[config.mk]
export PLATFORM = sky130hd
export DESIGN_NAME = tap_result_collector
export DESIGN_NICKNAME = d
export VERILOG_FILES = /design/src/rtl/tap_collector_pkg.sv /design/src/rtl/tap_fifo.sv /design/src/rtl/tap_result_collector.sv
export SDC_FILE = /design/constraint.sdc
export NUM_CORES = 1
export LEC_CHECK = 0
export ABC_AREA = 1
export BUFFER_PORTS_ARGS = -buffer_cell sky130_fd_sc_hd__clkbuf_2
export CAP_MARGIN = 30
export CORE_AREA = 10 10 233 235
export DETAILED_ROUTE_END_ITERATION = 10
export DIE_AREA = 0 0 243 245
export PLACE_DENSITY_LB_ADDON = 0.3
export SLEW_MARGIN = 20
export SYNTH_ARGS = -nofsm -noshare
export SYNTH_HDL_FRONTEND = slang
export SYNTH_HIERARCHICAL = 1
export SYNTH_SLANG_ARGS = --single-unit
[constraint.sdc]
create_clock -name clk -period 5.1 [get_ports clk]
set_clock_uncertainty 0.15 [all_clocks]
set_input_delay 0 -clock clk [delete_from_list [all_inputs] [get_ports clk]]
set_output_delay 0 -clock clk [all_outputs]
set_load 0.01 [all_outputs]
[src/rtl/tap_collector_pkg.sv]
// Shared constants and types for the tap result collector: frame header,
// tap byte width and serializer state encoding.
package tap_collector_pkg;

  localparam int TAP_W = 8;
  localparam logic [7:0] FRAME_HDR = 8'hA5;

  typedef enum logic [1:0] {
    IDLE   = 2'd0,
    HEADER = 2'd1,
    DATA   = 2'd2
  } ser_state_t;

endpackage

[src/rtl/tap_fifo.sv]
// Synchronous FIFO holding captured tap sets; the head entry is always visible
// on dout. Push while full is ignored, and full is judged before any same-cycle pop.
module tap_fifo #(
  parameter int WIDTH = 48,
  parameter int DEPTH = 8
) (
  input  logic             clk,
  input  logic             res,
  input  logic             push,
  input  logic [WIDTH-1:0] din,
  input  logic             pop,
  output logic [WIDTH-1:0] dout,
  output logic             full,
  output logic             empty
);

  localparam int AW = $clog2(DEPTH);
  localparam logic [AW:0] PTR_ONE = {{AW{1'b0}}, 1'b1};

  logic [WIDTH-1:0] mem_r [DEPTH];
  logic [AW:0]      wr_ptr_r;
  logic [AW:0]      rd_ptr_r;
  logic             do_push_s;
  logic             do_pop_s;

  // Pointers carry one wrap bit so full and empty are distinguishable.
  assign full      = (wr_ptr_r[AW] != rd_ptr_r[AW]) && (wr_ptr_r[AW-1:0] == rd_ptr_r[AW-1:0]);
  assign empty     = (wr_ptr_r == rd_ptr_r);
  assign do_push_s = push & ~full;
  assign do_pop_s  = pop & ~empty;
  assign dout      = mem_r[rd_ptr_r[AW-1:0]];

  // Read and write pointer update.
  always_ff @(posedge clk) begin
    if (res) begin
      wr_ptr_r <= {(AW+1){1'b0}};
      rd_ptr_r <= {(AW+1){1'b0}};
    end else begin
      if (do_push_s) begin
        wr_ptr_r <= wr_ptr_r + PTR_ONE;
      end
      if (do_pop_s) begin
        rd_ptr_r <= rd_ptr_r + PTR_ONE;
      end
    end
  end

  // Storage write; contents need no reset since the pointers define validity.
  always_ff @(posedge clk) begin
    if (do_push_s) begin
      mem_r[wr_ptr_r[AW-1:0]] <= din;
    end
  end

endmodule

[src/rtl/tap_result_collector.sv]
// Captures each new tap set reported by the search stage, restarts the search,
// and streams stored tap sets as A5-headed byte frames over valid/ready.
module tap_result_collector
  import tap_collector_pkg::*;
#(
  parameter int NUM_OF_TAPS = 6,
  parameter int SIZE        = 16,
  parameter int DEPTH       = 8
) (
  input  logic                     clk,
  input  logic                     res,
  input  logic                     found,
  input  logic                     started,
  input  logic [NUM_OF_TAPS*8-1:0] co_buf,
  output logic                     search_res,
  output logic [7:0]               dout,
  output logic                     dout_valid,
  input  logic                     dout_ready,
  output logic [7:0]               drop_cnt,
  output logic [15:0]              found_cnt
);

  localparam int W  = NUM_OF_TAPS * TAP_W;
  localparam int IW = (NUM_OF_TAPS > 1) ? $clog2(NUM_OF_TAPS) : 1;
  localparam logic [IW-1:0] IDX_LAST = IW'(NUM_OF_TAPS - 1);
  localparam logic [IW-1:0] IDX_ONE  = {{(IW-1){1'b0}}, 1'b1};
  localparam logic [IW-1:0] IDX_ZERO = {IW{1'b0}};

  if (DEPTH < 2 || (DEPTH & (DEPTH - 1)) != 0 || SIZE < 1) begin : g_bad_params
    $error("tap_result_collector: DEPTH must be a power of two >= 2");
  end

  logic         found_q_r;
  logic         capture_s;
  logic         push_s;
  logic         pop_s;
  logic         fifo_full_s;
  logic         fifo_empty_s;
  logic [W-1:0] fifo_head_s;
  logic         accept_s;

  logic         search_res_r;
  logic [7:0]   drop_cnt_r;
  logic [15:0]  found_cnt_r;

  ser_state_t   state_r, state_nx_s;
  logic [IW-1:0] idx_r, idx_nx_s;
  logic [W-1:0] shreg_r, shreg_nx_s;
  logic [7:0]   dout_r, dout_nx_s;
  logic         dout_valid_r, dout_valid_nx_s;

  function automatic logic [7:0] tap_byte(input logic [W-1:0] v, input logic [IW-1:0] i);
    return v[i*TAP_W +: TAP_W];
  endfunction

  assign capture_s = found & ~found_q_r & started;
  assign push_s    = capture_s & ~fifo_full_s;
  assign accept_s  = dout_valid_r & dout_ready;

  tap_fifo #(
    .WIDTH (W),
    .DEPTH (DEPTH)
  ) u_fifo (
    .clk   (clk),
    .res   (res),
    .push  (push_s),
    .din   (co_buf),
    .pop   (pop_s),
    .dout  (fifo_head_s),
    .full  (fifo_full_s),
    .empty (fifo_empty_s)
  );

  // Edge detector, restart pulse and event counters.
  always_ff @(posedge clk) begin
    if (res) begin
      found_q_r    <= 1'b0;
      search_res_r <= 1'b0;
      found_cnt_r  <= 16'h0000;
      drop_cnt_r   <= 8'h00;
    end else begin
      found_q_r    <= found;
      search_res_r <= capture_s;
      if (capture_s) begin
        found_cnt_r <= found_cnt_r + 16'd1;
        if (fifo_full_s && (drop_cnt_r != 8'hFF)) begin
          drop_cnt_r <= drop_cnt_r + 8'd1;
        end else begin
          drop_cnt_r <= drop_cnt_r;
        end
      end
    end
  end

  // Serializer next-state; output byte and valid are computed one cycle ahead.
  always_comb begin
    state_nx_s      = state_r;
    idx_nx_s        = idx_r;
    shreg_nx_s      = shreg_r;
    dout_nx_s       = dout_r;
    dout_valid_nx_s = dout_valid_r;
    pop_s           = 1'b0;
    case (state_r)
      IDLE: begin
        if (!fifo_empty_s) begin
          pop_s           = 1'b1;
          shreg_nx_s      = fifo_head_s;
          idx_nx_s        = IDX_LAST;
          state_nx_s      = HEADER;
          dout_nx_s       = FRAME_HDR;
          dout_valid_nx_s = 1'b1;
        end else begin
          dout_nx_s       = 8'h00;
          dout_valid_nx_s = 1'b0;
        end
      end
      HEADER: begin
        if (accept_s) begin
          state_nx_s = DATA;
          dout_nx_s  = tap_byte(shreg_r, idx_r);
        end else begin
          dout_valid_nx_s = 1'b1;
        end
      end
      DATA: begin
        if (accept_s) begin
          if (idx_r == IDX_ZERO) begin
            state_nx_s      = IDLE;
            dout_nx_s       = 8'h00;
            dout_valid_nx_s = 1'b0;
          end else begin
            idx_nx_s  = idx_r - IDX_ONE;
            dout_nx_s = tap_byte(shreg_r, idx_r - IDX_ONE);
          end
        end else begin
          dout_valid_nx_s = 1'b1;
        end
      end
      default: begin
        state_nx_s      = IDLE;
        dout_nx_s       = 8'h00;
        dout_valid_nx_s = 1'b0;
      end
    endcase
  end

  // Serializer state and registered output stage.
  always_ff @(posedge clk) begin
    if (res) begin
      state_r      <= IDLE;
      idx_r        <= IDX_ZERO;
      shreg_r      <= {W{1'b0}};
      dout_r       <= 8'h00;
      dout_valid_r <= 1'b0;
    end else begin
      state_r      <= state_nx_s;
      idx_r        <= idx_nx_s;
      shreg_r      <= shreg_nx_s;
      dout_r       <= dout_nx_s;
      dout_valid_r <= dout_valid_nx_s;
    end
  end

  assign search_res = search_res_r;
  assign dout       = dout_r;
  assign dout_valid = dout_valid_r;
  assign drop_cnt   = drop_cnt_r;
  assign found_cnt  = found_cnt_r;

endmodule

==> results of run 1 <==
## cell usage after synthesis, drive strengths merged
cell type / instances / share of area, %
a21o: 1 / 0.037
a21oi: 87 / 2.2
and3: 1 / 0.031
buf: 48 / 1.9
clkbuf: 59 / 1.1
dfxtp: 99 / 9.8
edfxtp: 384 / 57
ha: 6 / 0.37
inv: 104 / 1.9
nand2: 405 / 7.5
nand3: 57 / 1.4
nand4: 6 / 0.19
nor2: 356 / 6.7
nor3: 9 / 0.22
o211ai: 4 / 0.15
o21ai: 357 / 8.9
xnor2: 1 / 0.081
xor2: 6 / 0.26
## what timing repair did
item                      CTS  global route
hold endpoints to repair  422             0
gates resized for setup     0             0
hold buffers               53             0
## cell families after synthesis
kind of cell               count (synthesis)
and+or+nand+nor                          834
DFF                                      483
adders and majority gates                  6
xor gates and xnor gates                   7
buffers and inverters                    211
AOI/OAI and AO/OA                        449
## layout make-up
type                    count  area [µm²]  area share, %
multi-input cells        1296        5720           24.4
inverters                 104         393           1.68
clock inverters            32         339           1.45
clock buffers              62        1360           5.80
repair buffers            165        1270           5.40
well taps                 672         841           3.59
diodes                      1        2.50         0.0107
flip-flops and latches    483       13500           57.7
## power groups by stage
stage          combinational [µW]  clock [µW]  sequential, µW
3_5_place_dp                 3160           0            4830
5_1_grt                      3760        3990            4720
3_3_place_gp                 3130           0            4830
4_1_cts                      3220        3830            4750
6_report                     3290        3750            4690
2_1_floorplan                2450           0            4720
## per-stage QoR
stage / std cells / hold WS (ps) / worst slack, ps / total power [µW]
6_report: 2815 / 98.9 / 1540 / 11700
3_3_place_gp: 2663 / 69.7 / 1700 / 7960
3_5_place_dp: 2665 / 70.8 / 1550 / 8000
5_1_grt: 2815 / 109 / 1260 / 12500
2_1_floorplan: 1990 / -51.1 / 1140 / 7170
4_1_cts: 2812 / 72.4 / 1510 / 11800
## per-layer routing
metal / vias to the layer above / GRT usage [%] / share of wire, %
li1: 7004 / - / -
met1: 6806 / 22.2 / 46
met2: 354 / 25.8 / 46
met3: 79 / 2.92 / 5.5
met4: 0 / 5.22 / 2.1
met5: - / 0 / 0
## registers in the layout, summed over array words and instances, names as in the netlist, 2 cells and up, named ones only
| register | count |
|---|---|
| u_fifo/mem_r | 384 |
| shreg_r | 48 |
| found_cnt | 16 |
| dout | 8 |
| drop_cnt | 8 |
| u_fifo/rd_ptr_r | 4 |
| u_fifo/wr_ptr_r | 4 |
| idx_r | 3 |
| state_r | 2 |
## how the worst max path moves through the flow
stage / slack [ps] / start / endpoint / cells after the start
3_3_place_gp: 1700 / u_fifo/wr_ptr_r[0]$_SDFFE_PP0P_ / u_fifo/mem_r[4][9]$_DFFE_PP_ / 9
3_5_place_dp: 1550 / u_fifo/wr_ptr_r[0]$_SDFFE_PP0P_ / u_fifo/mem_r[3][14]$_DFFE_PP_ / 9
4_1_cts: 1510 / u_fifo/wr_ptr_r[0]$_SDFFE_PP0P_ / u_fifo/mem_r[3][16]$_DFFE_PP_ / 9
6_report: 1540 / u_fifo/wr_ptr_r[0]$_SDFFE_PP0P_ / u_fifo/mem_r[4][7]$_DFFE_PP_ / 9
2_1_floorplan: 1140 / u_fifo/wr_ptr_r[0]$_SDFFE_PP0P_ / u_fifo/mem_r[1][0]$_DFFE_PP_ / 9
5_1_grt: 1260 / u_fifo/wr_ptr_r[0]$_SDFFE_PP0P_ / u_fifo/mem_r[4][12]$_DFFE_PP_ / 9
## worst max-delay path: stages, from the launching register on
cell     delay, ps
dfxtp_1        440
inv_1           90
nand2_1         90
nand2_1         50
nand4_1        310
inv_1          100
nor2_1         370
nand3_1        420
nor2_4         520
buf_4          610
==> results.cfg, run 1 <==
[setup_path]
cp.required_ps = 5160
regToRegSetupSlack_ps = 1540
reg2reg_to = u_fifo/mem_r[4][7]$_DFFE_PP_
path_class = reg2reg
r2r_cells = 9
path_max_fanout = 37
crit_path_start_kind = flip-flop
end_kind = flip-flop
r2r-start = u_fifo/wr_ptr_r[0]$_SDFFE_PP0P_
worstPathArrival_ps = 3630

[outcome]
outcome = completed

[sta]
final-setup-viol-count = 0
setup-tns-final_ps = 0
hold_viol = 0
fin_crit_sh_pct = 69.8
maxSlewViolCount = 0
relSlewSlack_pct = 36.8
tightestPinTransition_ps = 947
rsz0062_at_grt = no
period_needed_ps = 3560
max_freq_mhz = 281

[detailed_routing]
antenna_left = 0
drt-total-wl_um = 49500
first_iter_violations = 1244
vias_per_cell = 5.06
first_pass_iters = 7
avgRoutedWirePerCell_um = 17.6
drcViolationCount = 0
dr_total_vias = 14200

[global_routing]
grt.overflow.total = 0
grt_pass1_wl_um = 77700
antenna_found_initial = 1
grt_pass1_vias = 13800
grt_usage_pct = 16.2
grt_max_degree = 193

[clock_network]
cts_made_buffers = 52
clk_pin_slew_worst_paths_ps = 60
clkLatencyLatePin_ps = 580
cts.sinks = 483
cts_tree = yes
post-cts-setup-buffers = 0
cts-htree-levels = 2
cts_buffer_depth = 3
root_buffer = clkbuf_16

[floorplan]
io_pins = 87
num_rows = 82
coreArea_mm2 = 0.0497
die_h_um = 245
dieArea_mm2 = 0.0595
initial_core_util_pct = 40.6
die_x_um = 243

[final_layout]
layout_commonest_cell = nand2_1
mostFrequentLayoutCells = 404 x nand2_1, 384 x edfxtp_1, 346 x nor2_1
fin_nets = 2161
design_area_mm2 = 0.0234
syn2layout_area_growth_pct = 16.3
fill_cells = 4594
drive_above_1_share_pct = 9.66
final_util_pct = 47.2

[power_and_ir_drop]
p_sw_share_pct = 33.7
p_leak_uw = 0.00870
power.internal_uw = 7780
powerDensity_mw_per_mm2 = 501
net-switching-power_uw = 3960
seqPwrFrac_pct = 40.0
clkPwrFrac_pct = 32.0
ir_worst_vdd_uv = 277
comb_power_share_pct = 28.0

[synth]
yosys_warnings = 6
syn-instance-count = 1990
synthXorXnorAreaFrac_pct = 0.341
ys_ff_latch = 483
syn-cell-area_mm2 = 0.0202
synth_top_family_by_area = simple AND/OR/NAND/NOR gates
synthMuxAreaShare_pct = 0
synthAdderAreaFrac_pct = 0.372
synth.distinct_cells = 25
synthSimpleGateAreaFrac_pct = 16.1
syn_nets = 2049
ys_seq_area_share_pct = 67.0
synth_compound_area_share_pct = 11.2
syn_avg_cell_area_um2 = 10.1

[place]
finalWeightedCongestion = 0.812
dp_hpwl_um = 29300
port_buffers = 86
placed_cell_area_mm2 = 0.0211

[worst_hold_path]
hold_depth = 2
min_to = u_fifo/mem_r[4][25]$_DFFE_PP_
worstHoldStart = co_buf[25]
min_path_type = in2reg

[job]
cap_violations = 0
Power figures use the tool's default switching activity.
==> run 2: changes to the inputs <==
clock period = 3.3 ns   (was 5.1 ns; I/O delays follow)
==> run 2 against run 1 <==
Effect of this change:
- sequential power up 57%
- combinational power up 56%
- core utilization up 0.36 points
- first-iteration DRC count down 1.8%
- cell area up 0.76%
- critical endpoint is now u_fifo/mem_r[7][17]$_DFFE_PP_
- routed wire length up 1.5%
- via count up 0.79%
- highest routed layer unchanged
- largest cell class unchanged
- global-route usage up 0.24 points
- die area unchanged
- total power up 56%
==> results.cfg, run 2 (synthesized netlist as in run 1, its figures left out) <==
[clock_network]
post-cts-setup-buffers = 0
cts-htree-levels = 2
cts.sinks = 483
cts_hold_buf = 55
cts_resized = 0
clkLatencyLatePin_ps = 590
root_buffer = clkbuf_16
clk_pin_slew_worst_paths_ps = 60
cts_tree = yes
cts_made_buffers = 51
cts_buffer_depth = 3

[global_routing]
grt_use_met1_pct = 22.5
grtUsageMet3_pct = 3.19
antenna_found_initial = 2
grt.overflow.total = 0
grt_usage_pct = 16.5
grt_max_degree = 98
grt_pass1_wl_um = 78100
met2_usage_pct = 25.9
top_usage_layer = met2
grt_pass1_vias = 13700

[setup_path]
startpoint = u_fifo/wr_ptr_r[2]$_SDFFE_PP0P_
cp_common_cell = nand2_1
crit_path_start_kind = flip-flop
worst_path_max_delay_cell = dfxtp_1
r2r-start = u_fifo/wr_ptr_r[2]$_SDFFE_PP0P_
cp_cell_sequence = inv_1, nand2_1, nand2_1, nand4_1, inv_1, nor2_1, nand2_1, nor2_1, nand2_1, inv_2, buf_12
path_class = reg2reg
path_max_fanout = 35
cp.required_ps = 3410
regToRegSetupSlack_ps = 560
reg2reg_to = u_fifo/mem_r[7][17]$_DFFE_PP_
end_kind = flip-flop
endpoint = u_fifo/mem_r[7][17]$_DFFE_PP_
r2r_cells = 11
worstPathArrival_ps = 2860
max_stage_delay_ps = 410

[sta]
tightestPinTransition_ps = 805
max_freq_mhz = 365
fin_crit_sh_pct = 83.1
rsz0062_at_grt = no
hold-worst-slack_ps = 85.4
maxSlewViolCount = 0
hold_viol = 0
period_needed_ps = 2740
relSlewSlack_pct = 46.4
final-setup-viol-count = 0

[place]
finalWeightedCongestion = 0.827
port_buffers = 86
dp_hpwl_um = 31200

[power_and_ir_drop]
powerDensity_mw_per_mm2 = 778
power_uw = 18400
p_leak_uw = 0.00877
ir_worst_vdd_uv = 502

[final_layout]
layout_commonest_cell = nand2_1
fin_nets = 2171
largest_register_ffs = 384
syn2layout_area_growth_pct = 17.2
drive_above_1_share_pct = 10.2
mostFrequentLayoutCells = 404 x nand2_1, 384 x edfxtp_1, 346 x nor2_1

[detailed_routing]
vias_per_cell = 5.08
first_pass_iters = 5
first_iter_violations = 1221
drt-total-wl_um = 50300
antenna_left = 0
drcViolationCount = 0
avgRoutedWirePerCell_um = 17.8
dr_total_vias = 14400

[floorplan]
coreArea_mm2 = 0.0497
die_h_um = 245
num_rows = 82
initial_core_util_pct = 40.6
die_x_um = 243
io_pins = 87
dieArea_mm2 = 0.0595

[worst_hold_path]
min_path_type = in2reg

[job]
cap_violations = 0

[outcome]
outcome = completed
-- run 2: per-layer routing --
| layer | routed length, µm | vias to the layer above |
|---|---|---|
| li1 | - | 7003 |
| met1 | 22700 | 6840 |
| met2 | 23000 | 442 |
| met3 | 3390 | 71 |
| met4 | 1160 | 0 |
| met5 | 0 | - |
-- run 2: power by group --
part	leakage (µW)	internal (µW)	total, µW	switching [µW]
clock	0.000836	3560	5900	2340
combinational	0.00366	1590	5120	3530
sequential	0.00428	7020	7350	335
-- run 2: through the flow --
stage,instances,area (µm²),utilization [%],TNS [ps],setup WS (ps)
3_5_place_dp,2676,21300,43.0,0,597
5_1_grt,2824,23600,47.6,0,261
2_1_floorplan,1990,20200,-,-221740,-660
6_report,2824,23600,47.6,0,557
4_1_cts,2823,23600,47.6,0,567
3_3_place_gp,2676,21300,43.0,0,653
-- run 2: how the worst min path moves through the flow --
stage               start                            end  slack, ps  depth (start not counted)
6_report       co_buf[32]  u_fifo/mem_r[6][32]$_DFFE_PP_         90                          2
2_1_floorplan   co_buf[0]   u_fifo/mem_r[0][0]$_DFFE_PP_        -50                          0
4_1_cts        co_buf[32]  u_fifo/mem_r[3][32]$_DFFE_PP_         50                          2
5_1_grt        co_buf[31]  u_fifo/mem_r[6][31]$_DFFE_PP_         90                          2
3_3_place_gp        found           found_q_r$_SDFF_PP0_         70                          3
3_5_place_dp        found           found_q_r$_SDFF_PP0_         70                          3
-- run 2: cell type report --
class / instances / area [µm²]
Timing Repair Buffer: 176 / 1420
Tap cell: 672 / 841
Sequential cell: 483 / 13500
Fill cell: 4543 / 26000
Clock inverter: 30 / 370
Inverter: 104 / 393
Multi-Input combinational cell: 1296 / 5710
Antenna cell: 1 / 2.50
Clock buffer: 62 / 1360
-- run 2: worst max-delay path, delay by kind of cell, from the launching register on --
kind | cells | cell delay (ps)
simple gates | 7 | 990
flops | 1 | 410
buf+inv | 4 | 840
==> run 3: changes to the inputs <==
clock period = 2.4 ns   (was 3.3 ns; I/O delays follow)
==> run 3 against run 2 <==
Effect of this change:
- register-to-register slack worse by 340 ps
- worst hold slack got worse by 30 ps
- sequential cell count did not move
- routed wire length decreased by 5.4%
- cell area grew 1.2%
- core utilization grew 0.55 points
- combinational power increased by 44%
==> results.cfg, run 3 (synthesized netlist as in run 1, its figures left out) <==
[detailed_routing]
antenna_left = 0
avgRoutedWirePerCell_um = 16.7
first_pass_iters = 6
drcViolationCount = 0
wl_met3_um = 2640
first_iter_violations = 1206
highest_layer = met4
wl_met1_um = 21600
drt-total-wl_um = 47600
wl_met2_um = 22100
dr_total_vias = 14200
vias_per_cell = 4.99

[sta]
period_needed_ps = 2180
max_freq_mhz = 458
final-setup-viol-count = 0
fin_crit_sh_pct = 90.9
setup-tns-final_ps = 0
rsz0062_at_grt = no
hold-worst-slack_ps = 55.0
setup_ws_ps = 218
maxSlewViolCount = 0
relSlewSlack_pct = 58.5
hold_viol = 0
tightestPinTransition_ps = 621

[setup_path]
worstPathArrival_ps = 2330
cp_common_cell = nand2_1
crit_path_start_kind = flip-flop
cp.required_ps = 2550
path_class = reg2reg
cp_cell_sequence = inv_2, nand2_1, nand2_1, inv_1, nand4_1, inv_4, nor2_4, nand2_1, nor2_1, nand2_1, clkinvlp_4, buf_12
end_kind = flip-flop
worst_path_max_delay_cell = dfxtp_2
max_stage_delay_ps = 350
path_max_fanout = 26

[clock_network]
clkLatencyLatePin_ps = 610
cts_tree = yes
cts_made_buffers = 52
cts-htree-levels = 2
cts.sinks = 483
cts_buffer_depth = 3
root_buffer = clkbuf_16
clk_pin_slew_worst_paths_ps = 60
cts_resized = 0

[final_layout]
mostFrequentLayoutCells = 404 x nand2_1, 384 x edfxtp_1, 345 x nor2_1
syn2layout_area_growth_pct = 18.5
largest_register_ffs = 384
drive_above_1_share_pct = 11.4
fin_nets = 2192
layout_commonest_cell = nand2_1
final_cells = 2846
fill_cells = 4493
antenna_cells = 0
design_area_mm2 = 0.0239

[global_routing]
grt_max_degree = 83
grt_pass1_vias = 13300
antenna_found_initial = 1
grt.overflow.total = 0
grt_usage_pct = 15.7
grt_pass1_wl_um = 75300

[floorplan]
die_h_um = 245
coreArea_mm2 = 0.0497
num_rows = 82
io_pins = 87
die_x_um = 243
initial_core_util_pct = 40.6
dieArea_mm2 = 0.0595

[job]
cap_violations = 0

[place]
dpl.cell_count = 2698
port_buffers = 86
dp_hpwl_um = 29900
finalWeightedCongestion = 0.858
dp_slack_ps = 233
placed_cell_area_mm2 = 0.0217

[power_and_ir_drop]
p_leak_uw = 0.00886
ir_worst_vdd_uv = 677
powerDensity_mw_per_mm2 = 1050

[outcome]
outcome = completed

[worst_hold_path]
min_path_type = in2reg
[run 3: area by class of cell]
cell class                 instances  area, µm²  area share, %
sequential                       483      13500           56.6
multi-input combinational       1296       5740           24.0
timing repair buffer             196       1710           7.18
clock buffer                      66       1350           5.67
tap                              672        841           3.52
inverter                         104        399           1.67
clock inverter                    29        309           1.29
[run 3: worst paths after layout]
check             slack [ps]                            end                             from  cells after the start
setup / recovery         220  u_fifo/mem_r[7][40]$_DFFE_PP_  u_fifo/wr_ptr_r[1]$_SDFFE_PP0P_                     12
hold / removal            50  u_fifo/mem_r[0][38]$_DFFE_PP_                       co_buf[38]                      2
setup reg to reg         220  u_fifo/mem_r[7][40]$_DFFE_PP_  u_fifo/wr_ptr_r[1]$_SDFFE_PP0P_                     12
hold reg to reg          320       shreg_r[32]$_SDFFE_PP0N_         shreg_r[32]$_SDFFE_PP0N_                      2
[run 3: what timing repair did]
| action | CTS | global route |
|---|---|---|
| hold buffers | 53 | 0 |
| endpoints found under the hold margin | 424 | 0 |
| buffers inserted | 0 | 0 |
[run 3: metal layers]
layer  up-vias  track usage, %
met1      6690            21.6
li1       7040               -
met4         0            5.26
met2       396            24.8
met5         -               0
met3        71            2.63
[run 3: worst max-delay path: cells and delay by family, from the launching register on]
family,cells,cell delay (ps)
buf+inv,5,500
simple gates,7,850
flops,1,350
[run 3: power breakdown]
group	switching, µW	total, µW	leakage, µW	internal (µW)
logic	4950	7350	0.00378	2400
clock network	3280	7730	0.000804	4450
registers	357	10000	0.00428	9650
total	8580	25100	0.00886	16500
[run 3: through the flow]
| stage | util, % | power, µW |
|---|---|---|
| 4_1_cts | 48.1 | 25300 |
| 3_5_place_dp | 43.7 | 17400 |
| 2_1_floorplan | - | 15200 |
| 3_3_place_gp | 43.7 | 17300 |
| 5_1_grt | 48.1 | 26700 |
| 6_report | 48.1 | 25100 |
